===== src/rtl/imem_arbiter_pkg.sv =====
// Shared processor constants for the instruction-memory arbiter:
// memory depth default, word-index width helper, illegal-fetch filler word
// and the grant-select encoding used between the arbiter blocks.
package imem_arbiter_pkg;

   localparam int unsigned SIZE_IM_DEF  = 128;
   localparam logic [31:0] FETCH_FILLER = 32'h0000_0000;

   typedef enum logic [1:0] {
      SEL_NONE  = 2'b00,
      SEL_FETCH = 2'b01,
      SEL_LOAD  = 2'b10
   } sel_e;

   // Width of an index into a table of 'size' entries, never below one bit.
   function automatic int unsigned idx_width(input int unsigned size);
      return (size > 32'd1) ? int'($clog2(size)) : 32'd1;
   endfunction

   // A byte address is usable only when word aligned and inside the memory.
   function automatic logic addr_legal(input logic [31:0] addr, input int unsigned size);
      return (addr[1:0] == 2'b00) && ((addr >> 2) < size);
   endfunction

   localparam int unsigned IDX_W_DEF = idx_width(SIZE_IM_DEF);

endpackage


===== src/rtl/imem_arbiter_if.sv =====
// Bundle of the fetch port, loader port and memory port of the arbiter.
// slave: seen from the arbiter; master: seen from requesters and memory.
interface imem_arbiter_if
   import imem_arbiter_pkg::*;
#(
   parameter int unsigned SIZE_IM = SIZE_IM_DEF
) ();

   localparam int unsigned IDX_W = idx_width(SIZE_IM);

   logic             fetch_req;
   logic [31:0]      fetch_addr;
   logic             fetch_gnt;
   logic             fetch_valid;
   logic [31:0]      fetch_instru;
   logic             load_req;
   logic [31:0]      load_addr;
   logic [31:0]      load_data;
   logic             load_gnt;
   logic             mem_we;
   logic [IDX_W-1:0] mem_addr;
   logic [31:0]      mem_wdata;
   logic [31:0]      mem_rdata;
   logic             addr_err;

   modport slave (
      input  fetch_req, fetch_addr, load_req, load_addr, load_data, mem_rdata,
      output fetch_gnt, fetch_valid, fetch_instru, load_gnt,
             mem_we, mem_addr, mem_wdata, addr_err
   );

   modport master (
      output fetch_req, fetch_addr, load_req, load_addr, load_data, mem_rdata,
      input  fetch_gnt, fetch_valid, fetch_instru, load_gnt,
             mem_we, mem_addr, mem_wdata, addr_err
   );

endinterface


===== src/rtl/imem_arb_prio.sv =====
// Priority and starvation control: the loader wins contention until the
// fetch side has waited STARVE_MAX consecutive loader grants.
module imem_arb_prio
   import imem_arbiter_pkg::*;
#(
   parameter int unsigned STARVE_MAX = 4,
   localparam int unsigned CNT_W = idx_width(STARVE_MAX + 32'd1)
) (
   input  logic clk,
   input  logic rst_n,
   input  logic fetch_req_i,
   input  logic load_req_i,
   output sel_e sel_o
);

   logic [CNT_W-1:0] starve_cnt_q;
   logic [CNT_W-1:0] starve_cnt_d;
   logic             starved_s;

   assign starved_s = (starve_cnt_q == CNT_W'(STARVE_MAX));

   // Grant selection and next starvation count; nothing is granted in reset.
   always_comb begin
      sel_o        = SEL_NONE;
      starve_cnt_d = starve_cnt_q;
      if (!rst_n) begin
         sel_o = SEL_NONE;
      end else if (load_req_i && !(fetch_req_i && starved_s)) begin
         sel_o = SEL_LOAD;
      end else if (fetch_req_i) begin
         sel_o = SEL_FETCH;
      end else begin
         sel_o = SEL_NONE;
      end

      if (!fetch_req_i || (sel_o == SEL_FETCH)) begin
         starve_cnt_d = {CNT_W{1'b0}};
      end else if ((sel_o == SEL_LOAD) && !starved_s) begin
         starve_cnt_d = starve_cnt_q + CNT_W'(1);
      end else begin
         starve_cnt_d = starve_cnt_q;
      end
   end

   // Starvation counter register.
   always_ff @(posedge clk or negedge rst_n) begin
      if (!rst_n) begin
         starve_cnt_q <= {CNT_W{1'b0}};
      end else begin
         starve_cnt_q <= starve_cnt_d;
      end
   end

endmodule


===== src/rtl/imem_arbiter.sv =====
// Instruction-memory arbiter: shares one single-port memory between the
// instruction fetch path and a program loader, with address checking and a
// one-cycle registered fetch result.
module imem_arbiter
   import imem_arbiter_pkg::*;
#(
   parameter int unsigned SIZE_IM    = SIZE_IM_DEF,
   parameter int unsigned STARVE_MAX = 4
) (
   input logic          clk,
   input logic          rst_n,
   imem_arbiter_if.slave bus
);

   localparam int unsigned IDX_W = idx_width(SIZE_IM);

   sel_e             sel_s;
   logic             fetch_legal_s;
   logic             load_legal_s;
   logic [IDX_W-1:0] mem_addr_s;
   logic             err_s;
   logic             fetch_valid_q;
   logic             fetch_valid_d;
   logic [31:0]      fetch_instru_q;
   logic [31:0]      fetch_instru_d;
   logic             addr_err_q;

   imem_arb_prio #(
      .STARVE_MAX (STARVE_MAX)
   ) u_prio (
      .clk         (clk),
      .rst_n       (rst_n),
      .fetch_req_i (bus.fetch_req),
      .load_req_i  (bus.load_req),
      .sel_o       (sel_s)
   );

   assign fetch_legal_s = addr_legal(bus.fetch_addr, SIZE_IM);
   assign load_legal_s  = addr_legal(bus.load_addr, SIZE_IM);

   // Memory address mux and error detect for whichever side holds the grant.
   always_comb begin
      mem_addr_s = {IDX_W{1'b0}};
      err_s      = 1'b0;
      case (sel_s)
         SEL_FETCH: begin
            mem_addr_s = bus.fetch_addr[IDX_W+1:2];
            err_s      = !fetch_legal_s;
         end
         SEL_LOAD: begin
            mem_addr_s = bus.load_addr[IDX_W+1:2];
            err_s      = !load_legal_s;
         end
         default: begin
            mem_addr_s = {IDX_W{1'b0}};
            err_s      = 1'b0;
         end
      endcase
   end

   // Next fetch result: memory word for a legal fetch, filler for an illegal one.
   always_comb begin
      fetch_valid_d  = 1'b0;
      fetch_instru_d = fetch_instru_q;
      if (sel_s == SEL_FETCH) begin
         fetch_valid_d  = 1'b1;
         fetch_instru_d = fetch_legal_s ? bus.mem_rdata : FETCH_FILLER;
      end else begin
         fetch_valid_d  = 1'b0;
         fetch_instru_d = fetch_instru_q;
      end
   end

   // Result registers; reset discards any fetch still in flight.
   always_ff @(posedge clk or negedge rst_n) begin
      if (!rst_n) begin
         fetch_valid_q  <= 1'b0;
         fetch_instru_q <= 32'h0000_0000;
         addr_err_q     <= 1'b0;
      end else begin
         fetch_valid_q  <= fetch_valid_d;
         fetch_instru_q <= fetch_instru_d;
         addr_err_q     <= err_s;
      end
   end

   assign bus.fetch_gnt    = (sel_s == SEL_FETCH);
   assign bus.load_gnt     = (sel_s == SEL_LOAD);
   assign bus.mem_we       = (sel_s == SEL_LOAD) && load_legal_s;
   assign bus.mem_addr     = mem_addr_s;
   assign bus.mem_wdata    = bus.load_data;
   assign bus.fetch_valid  = fetch_valid_q;
   assign bus.fetch_instru = fetch_instru_q;
   assign bus.addr_err     = addr_err_q;

endmodule


===== src/flat_wrapper.sv =====
// flat-port wrapper written by rule: the top's interface ports become plain ports
module imem_arbiter_flat import imem_arbiter_pkg::*;
#(
   parameter int unsigned SIZE_IM    = SIZE_IM_DEF,
   parameter int unsigned STARVE_MAX = 4
)
  (clk, rst_n, bus_fetch_req, bus_fetch_addr, bus_load_req, bus_load_addr, bus_load_data, bus_mem_rdata, bus_fetch_gnt, bus_fetch_valid, bus_fetch_instru, bus_load_gnt, bus_mem_we, bus_mem_addr, bus_mem_wdata, bus_addr_err);
  imem_arbiter_if #(.SIZE_IM(SIZE_IM)) bus_i ();
  input logic clk;
  input logic rst_n;
  input wire logic [$bits(bus_i.fetch_req)-1:0] bus_fetch_req;
  input wire logic [$bits(bus_i.fetch_addr)-1:0] bus_fetch_addr;
  input wire logic [$bits(bus_i.load_req)-1:0] bus_load_req;
  input wire logic [$bits(bus_i.load_addr)-1:0] bus_load_addr;
  input wire logic [$bits(bus_i.load_data)-1:0] bus_load_data;
  input wire logic [$bits(bus_i.mem_rdata)-1:0] bus_mem_rdata;
  output wire logic [$bits(bus_i.fetch_gnt)-1:0] bus_fetch_gnt;
  output wire logic [$bits(bus_i.fetch_valid)-1:0] bus_fetch_valid;
  output wire logic [$bits(bus_i.fetch_instru)-1:0] bus_fetch_instru;
  output wire logic [$bits(bus_i.load_gnt)-1:0] bus_load_gnt;
  output wire logic [$bits(bus_i.mem_we)-1:0] bus_mem_we;
  output wire logic [$bits(bus_i.mem_addr)-1:0] bus_mem_addr;
  output wire logic [$bits(bus_i.mem_wdata)-1:0] bus_mem_wdata;
  output wire logic [$bits(bus_i.addr_err)-1:0] bus_addr_err;
  assign bus_i.fetch_req = bus_fetch_req;
  assign bus_i.fetch_addr = bus_fetch_addr;
  assign bus_i.load_req = bus_load_req;
  assign bus_i.load_addr = bus_load_addr;
  assign bus_i.load_data = bus_load_data;
  assign bus_i.mem_rdata = bus_mem_rdata;
  assign bus_fetch_gnt = bus_i.fetch_gnt;
  assign bus_fetch_valid = bus_i.fetch_valid;
  assign bus_fetch_instru = bus_i.fetch_instru;
  assign bus_load_gnt = bus_i.load_gnt;
  assign bus_mem_we = bus_i.mem_we;
  assign bus_mem_addr = bus_i.mem_addr;
  assign bus_mem_wdata = bus_i.mem_wdata;
  assign bus_addr_err = bus_i.addr_err;
  imem_arbiter #(.SIZE_IM(SIZE_IM), .STARVE_MAX(STARVE_MAX)) u_core (.clk(clk), .rst_n(rst_n), .bus(bus_i));
endmodule

===== config.mk =====
export PLATFORM = sky130hd
export DESIGN_NAME = imem_arbiter_flat
export DESIGN_NICKNAME = d
export VERILOG_FILES = /design/src/rtl/imem_arbiter_pkg.sv /design/src/rtl/imem_arbiter_if.sv /design/src/rtl/imem_arb_prio.sv /design/src/rtl/imem_arbiter.sv /design/src/flat_wrapper.sv
export SDC_FILE = /design/constraint.sdc
export NUM_CORES = 1
export LEC_CHECK = 0
export CORE_MARGIN = 1
export CORE_UTILIZATION = 31
export CTS_CLUSTER_SIZE = 16
export DETAILED_ROUTE_END_ITERATION = 10
export GPL_ROUTABILITY_DRIVEN = 0
export PLACE_DENSITY = 0.82
export SETUP_SLACK_MARGIN = 0.1
export SLEW_MARGIN = 0
export SYNTH_ARGS = -nofsm -noshare
export SYNTH_HDL_FRONTEND = slang
export SYNTH_SLANG_ARGS = --single-unit

===== constraint.sdc =====
create_clock -name clk -period 2.2 [get_ports clk]
set_input_delay 0.33 -clock clk [delete_from_list [all_inputs] [get_ports clk]]
set_output_delay 0.33 -clock clk [all_outputs]
set_load 0.02 [all_outputs]

### Word-level counts from Yosys, hierarchy flattened

Cells that the tools add are included.

* register bits after elaboration: 37
* output and inout bits: 76
* logic and storage cells: 34

* magnitude comparators: 2
* muxes and demuxes: 9
* reduce and logical (&&, ||, !) cells: 15
* equality and inequality tests: 3
* add/subtract/negate cells: 1

Operator list (count)
* < comparator 30 x 8 -> 1 bit, second input constant: 2
* two-way mux 32 bit: 1
* case mux 7 bit (2 select lines): 1
* logical AND 1 bit: 6
* two-way mux 3 bit: 2
* logical NOT 1 bit: 5
* logical NOT 2 bit: 2
* two-way mux 2 bit: 2
* adder 3 x 1 -> 3 bit, second input constant: 1
* equality test 3 bit, second input constant: 1
* equality test 2 x 1 -> 1 bit, second input constant: 1
* equality test 2 bit, second input constant: 1
* two-way mux 1 bit: 2
* case mux 1 bit (2 select lines): 1
* nonzero test 2 bit: 1
* logical OR 1 bit: 1

### Logic depth before layout (Yosys ltp)

* word-level depth: 10
* mapped depth: 10
* depth with buffers taken out: 9

### By module

From an unflattened synthesis, not the netlist that was laid out.

* cell total of the unflattened synthesis: 241
* area, all modules: 2280.9 µm²

Modules (own cells, without submodules)
* imem_arbiter: times used 1, cells each 218, sequential area each 850.8 µm², area each 2072.0 µm²
* imem_arb_prio: times used 1, cells each 23, sequential area each 75.1 µm², area each 209.0 µm²

### Least setup slack after synthesis

Ideal clock, no wire load.

* kind: register to output
* from: register u_core.u_prio.starve_cnt_q[0]
* to: output bus_mem_we
* stages on the path, launching flop included: 11
* arrival: 2022 ps
* setup slack: -152 ps
* buffers on the path: 1
* path through: dfrtp_1 -> inv_1 -> ha_1 -> nand2_1 -> nand2_1 -> and3_1 -> inv_1 -> ha_1 -> clkbuf_1 -> inv_1 -> nor3_1

* longest elaborated chain between the ends: 8

RTL lines
* start: declaration: RTL line imem_arb_prio.sv:16 `logic [CNT_W-1:0] starve_cnt_q;`
* start signal: assignment: RTL line imem_arb_prio.sv:48 `starve_cnt_q <= {CNT_W{1'b0}};`
* start signal: assignment: RTL line imem_arb_prio.sv:50 `starve_cnt_q <= starve_cnt_d;`
* equality test 3 bit: RTL line imem_arb_prio.sv:20 `assign starved_s = (starve_cnt_q == CNT_W'(STARVE_MAX));`
* logical AND 1 bit: RTL line imem_arb_prio.sv:28 `end else if (load_req_i && !(fetch_req_i && starved_s)) begin`
* logical NOT 1 bit: RTL line imem_arb_prio.sv:28
* logical AND 1 bit: RTL line imem_arb_prio.sv:28
* two-way mux 2 bit: RTL line imem_arb_prio.sv:28
* two-way mux 2 bit: RTL line imem_arb_prio.sv:26 `if (!rst_n) begin`
* equality test 2 bit
* via bus_load_gnt: RTL line flat_wrapper.sv:20 `output wire logic [$bits(bus_i.load_gnt)-1:0] bus_load_gnt;`
* logical AND 1 bit: RTL line imem_arbiter.sv:89 `assign bus.mem_we = (sel_s == SEL_LOAD) && load_legal_s;`
* end: declaration: RTL line flat_wrapper.sv:21 `output wire logic [$bits(bus_i.mem_we)-1:0] bus_mem_we;`

The timed path passes the listed nets, and every way through them passes these cells.

### Worst setup path after layout

* from: register u_core.u_prio.starve_cnt_q[0]
* to: register u_core.u_prio.starve_cnt_q[0]

* longest elaborated chain between the ends: 9
* elaborated cells between the ends (all ways): 15
* classes of those cells: add/sub (1); eq/ne (3); mux (4); reduce/logical (7)

RTL lines (RTL line)
* equality test 3 bit: imem_arb_prio.sv:20
* logical AND 1 bit: imem_arb_prio.sv:28
* logical NOT 1 bit: imem_arb_prio.sv:28
* logical AND 1 bit: imem_arb_prio.sv:28
* two-way mux 2 bit: imem_arb_prio.sv:28
* two-way mux 2 bit: imem_arb_prio.sv:26
* equality test 2 x 1 -> 1 bit or equality test 2 bit (tied branches): imem_arb_prio.sv:36, imem_arb_prio.sv:38
* logical OR 1 bit or logical AND 1 bit (tied branches): imem_arb_prio.sv:36, imem_arb_prio.sv:38
* two-way mux 3 bit or nonzero test 2 bit (tied branches)

Parallel ways exist; a longest one is shown, timed or not. The select of a mux whose other input is x is not followed.
A chain may end at the register's enable or synchronous reset.

==> load_flow_metrics.sql <==
INSERT INTO impl_metrics (metric_group, metric, value, unit) VALUES
('power', 'vdd.ir_drop.worst', '0.262', 'mV'),
('yosys', 'ys_dominant_reg_cell', 'sky130_fd_sc_hd__dfrtp_1', ''),
('power', 'pwr-share-seq', '39.8', '%'),
('worst_setup_path', 'critPathLaunchType', 'register', ''),
('global_routing', 'grtUsageTotal', '17.5', '%'),
('sta', 'layout_min_cycle_time', '2.30', 'ns'),
('sta', 'timing_hold_violations_final', '0', ''),
('flow_run', 'maxcap_viol_count', '0', ''),
('worst_setup_path', 'worst-endpoint-required', '2.42', 'ns'),
('worst_setup_path', 'worst_ep_arrival_time', '2.52', 'ns'),
('route', 'drc_errors', '0', ''),
('yosys', 'synth_edf_count', '0', ''),
('sta', 'finalWorstSetupSlack', '-0.104', 'ns'),
('global_routing', 'grt_max_degree', '48', ''),
('yosys', 'synth_sequential_area_ratio', '40.7', '%'),
('placed_design', 'port_buffers', '143', ''),
('floorplanning', 'die_height', '87.7', 'um'),
('sta', 'setup_viol_count_final', '9', ''),
('finish', 'layout_common_cells', '132 x sky130_fd_sc_hd__clkdlybuf4s50_1, 37 x sky130_fd_sc_hd__dfrtp_1, 33 x sky130_fd_sc_hd__inv_1', ''),
('route', 'drt_first_iter_violations', '84', ''),
('finish', 'diodes', '0', ''),
('clock_network', 'clk_pin_slew_worst_setup_hold_paths', '0.07', 'ns'),
('worst_setup_path', 'worst-path-stages', '16', ''),
('clock_network', 'clk_path_buf_depth', '2', ''),
('clock_network', 'htree_levels', '2', ''),
('global_routing', 'grt_pass1_wl', '10400', 'um'),
('yosys', 'synth_seq_cells', '37', ''),
('global_routing', 'first_global_vias', '2333', ''),
('route', 'drt_pre_antenna_iters', '4', ''),
('yosys', 'synthesis.instances', '241', ''),
('power', 'intPower', '1340', 'uW'),
('floorplanning', 'dieArea', '7690', 'um2'),
('sta', 'timing.final.max_slew_violations', '0', ''),
('finish', 'fillCellCount', '583', ''),
('worst_setup_path', 'maximum_cell_stage_delay_along_the_critical_path', '0.38', 'ns'),
('route', 'vias_per_cell', '4.71', ''),
('finish', 'multi_input_area', '1010', 'um2'),
('sta', 'slew-limit-headroom', '63.6', '%'),
('worst_setup_path', 'r2r.worst_path.cells', '16', ''),
('global_routing', 'antenna_found_initial', '0', ''),
('sta', 'rsz0062_at_grt', 'true', ''),
('finish', 'fin_nets', '516', ''),
('power', 'power_density', '426', 'nW/um2'),
('worst_setup_path', 'setup.worst_path.class', 'register to register', ''),
('status', 'failed_checks', 'negative setup slack', ''),
('floorplanning', 'coreArea', '6940', 'um2'),
('worst_setup_path', 'crit_path_cells', 'inv_2 > buf_4 > buf_4 > buf_4 > buf_4 > buf_4 > buf_4 > buf_4 > buf_4 > buf_4 > buf_4 > buf_4 > buf_4 > buf_4 > nor2_4 > o21a_1', ''),
('placed_design', 'dp.final_hpwl', '4860', 'um'),
('yosys', 'yosys.cell_types.count', '28', ''),
('status', 'status', 'finished with violations', ''),
('worst_setup_path', 'critical_path.slowest_cell', 'sky130_fd_sc_hd__dfrtp_1', ''),
('clock_network', 'clock_sinks', '37', ''),
('yosys', 'syn-num-nets', '377', ''),
('sta', 'worst_pin_slew', '0.546', 'ns'),
('worst_setup_path', 'worst_path_most_repeated_cell', 'sky130_fd_sc_hd__buf_4', ''),
('yosys', 'ys_warn_count', '0', ''),
('yosys', 'netlist_area', '2280', 'um2'),
('placed_design', 'numPlacedInstances', '444', ''),
('sta', 'finalHoldWorstSlack', '0.153', 'ns'),
('power', 'power_switching', '408', 'uW'),
('worst_setup_path', 'cpLargestDelayFamily', 'buffers and inverters', ''),
('power', 'cellLeakagePower', '0.00161', 'uW'),
('floorplanning', 'die_x', '87.7', 'um'),
('route', 'detailed_route_wire_length', '6770', 'um'),
('floorplanning', 'pin_count', '208', ''),
('finish', 'leading_cell_type_in_the_layout_fill_and_taps_excluded', 'sky130_fd_sc_hd__clkdlybuf4s50_1', ''),
('worst_setup_path', 'endpoint_kind', 'register', ''),
('global_routing', 'overflow', '0', ''),
('worst_hold_path', 'worst_hold_path_class', 'input port to asynchronous set/reset pin', ''),
('sta', 'finClkSkew', '0.00222', 'ns'),
('clock_network', 'clock_insertion_delay_worst_skew', '0.28', 'ns');
-- metrics by stage --
| step | utilization, % | worst slack (ns) | instance area (um2) |
|---|---|---|---|
| 5_1_grt | 59.2 | -0.166 | 4110 |
| 6_report | 59.2 | -0.104 | 4110 |
| 3_3_place_gp | 51.8 | -0.452 | 3600 |
| 3_5_place_dp | 51.8 | -0.518 | 3600 |
| 2_1_floorplan | - | 0.0863 | 2310 |
| 4_1_cts | 57.5 | -0.0424 | 3990 |
-- metal layers --
metal  track usage, %  up-vias  part of all wire (%)
met1             19.2     1043                    37
li1                 -     1046                     -
met4             7.90        0                   2.5
met2             31.2      142                    51
met3             5.00       17                   8.8
met5                0        -                     0
-- final cells by class --
cell class / count / area share (%)
Clock buffer: 7 / 2.10
Clock inverter: 1 / 0.731
Inverter: 37 / 3.38
Multi-Input combinational cell: 121 / 24.6
Sequential cell: 37 / 22.5
Tap cell: 96 / 2.92
Timing Repair Buffer: 178 / 43.8
-- timing repair --
action                                  4_1_cts  5_1_grt
buffers inserted                             21        4
pin swaps                                    14       13
endpoints found under the setup margin       26       25
resized for setup                            81       31
-- path summary, 6_finish.rpt --
path                                                                start  slack, ns                                         to
worst min-delay path                                                rst_n       0.15           u_core.bus.fetch_valid$_DFF_PN0_
worst max register to register  u_core.u_prio.starve_cnt_q[0]$_DFFE_PN0P_      -0.10  u_core.u_prio.starve_cnt_q[0]$_DFFE_PN0P_
min in group clk                  u_core.bus.fetch_instru[20]$_DFFE_PN0N_       0.53    u_core.bus.fetch_instru[20]$_DFFE_PN0N_
worst max-delay path            u_core.u_prio.starve_cnt_q[0]$_DFFE_PN0P_      -0.10  u_core.u_prio.starve_cnt_q[0]$_DFFE_PN0P_
worst min register to register    u_core.bus.fetch_instru[20]$_DFFE_PN0N_       0.53    u_core.bus.fetch_instru[20]$_DFFE_PN0N_
max in group asynchronous                                           rst_n       1.67     u_core.bus.fetch_instru[0]$_DFFE_PN0N_
-- power groups by stage --
stage	logic, uW	clock network [uW]	registers [uW]
global route	471	660	699
global placement	344	0	710
floorplan	170	0	722
CTS	414	631	697
finish	443	610	698
detailed placement	349	0	711
-- logic make-up (layout without fill, tap and decap cells) --
logic type,after synthesis,after routing,synth area share (%)
fa+ha+maj,4,4,2.20
flops,37,37,40.7
buf+inv,83,223,21.6
simple gates,71,71,14.5
compound gates,46,46,21.1
-- Yosys cell counts (2+ instances only) --
cell	instances	area share [%]
sky130_fd_sc_hd__nand2_1	34	5.6
sky130_fd_sc_hd__buf_1	2	0.33
sky130_fd_sc_hd__a22oi_1	7	2.3
sky130_fd_sc_hd__ha_1	4	2.2
sky130_fd_sc_hd__dfrtp_1	37	41
sky130_fd_sc_hd__nand3_1	4	0.88
sky130_fd_sc_hd__nor3_1	3	0.66
sky130_fd_sc_hd__a21oi_1	2	0.44
sky130_fd_sc_hd__o21ai_0	3	0.66
sky130_fd_sc_hd__nor4_1	10	2.7
sky130_fd_sc_hd__nand3b_1	2	0.66
sky130_fd_sc_hd__buf_2	3	0.66
sky130_fd_sc_hd__clkbuf_1	5	0.82
sky130_fd_sc_hd__o21a_1	2	0.66
sky130_fd_sc_hd__buf_4	32	11
sky130_fd_sc_hd__inv_1	37	6.1
sky130_fd_sc_hd__nand4_1	2	0.55
sky130_fd_sc_hd__nor2_1	10	1.6
sky130_fd_sc_hd__o22ai_1	2	0.55
sky130_fd_sc_hd__o22ai_2	30	16
sky130_fd_sc_hd__buf_12	3	2.6
-- state kept, by name, indices dropped and copies added (netlist names) --
| register | count |
|---|---|
| u_core.bus.fetch_valid | 1 |
| u_core.bus.addr_err | 1 |
| u_core.u_prio.starve_cnt_q | 3 |
| u_core.bus.fetch_instru | 32 |
Power figures use the tool's default switching activity.
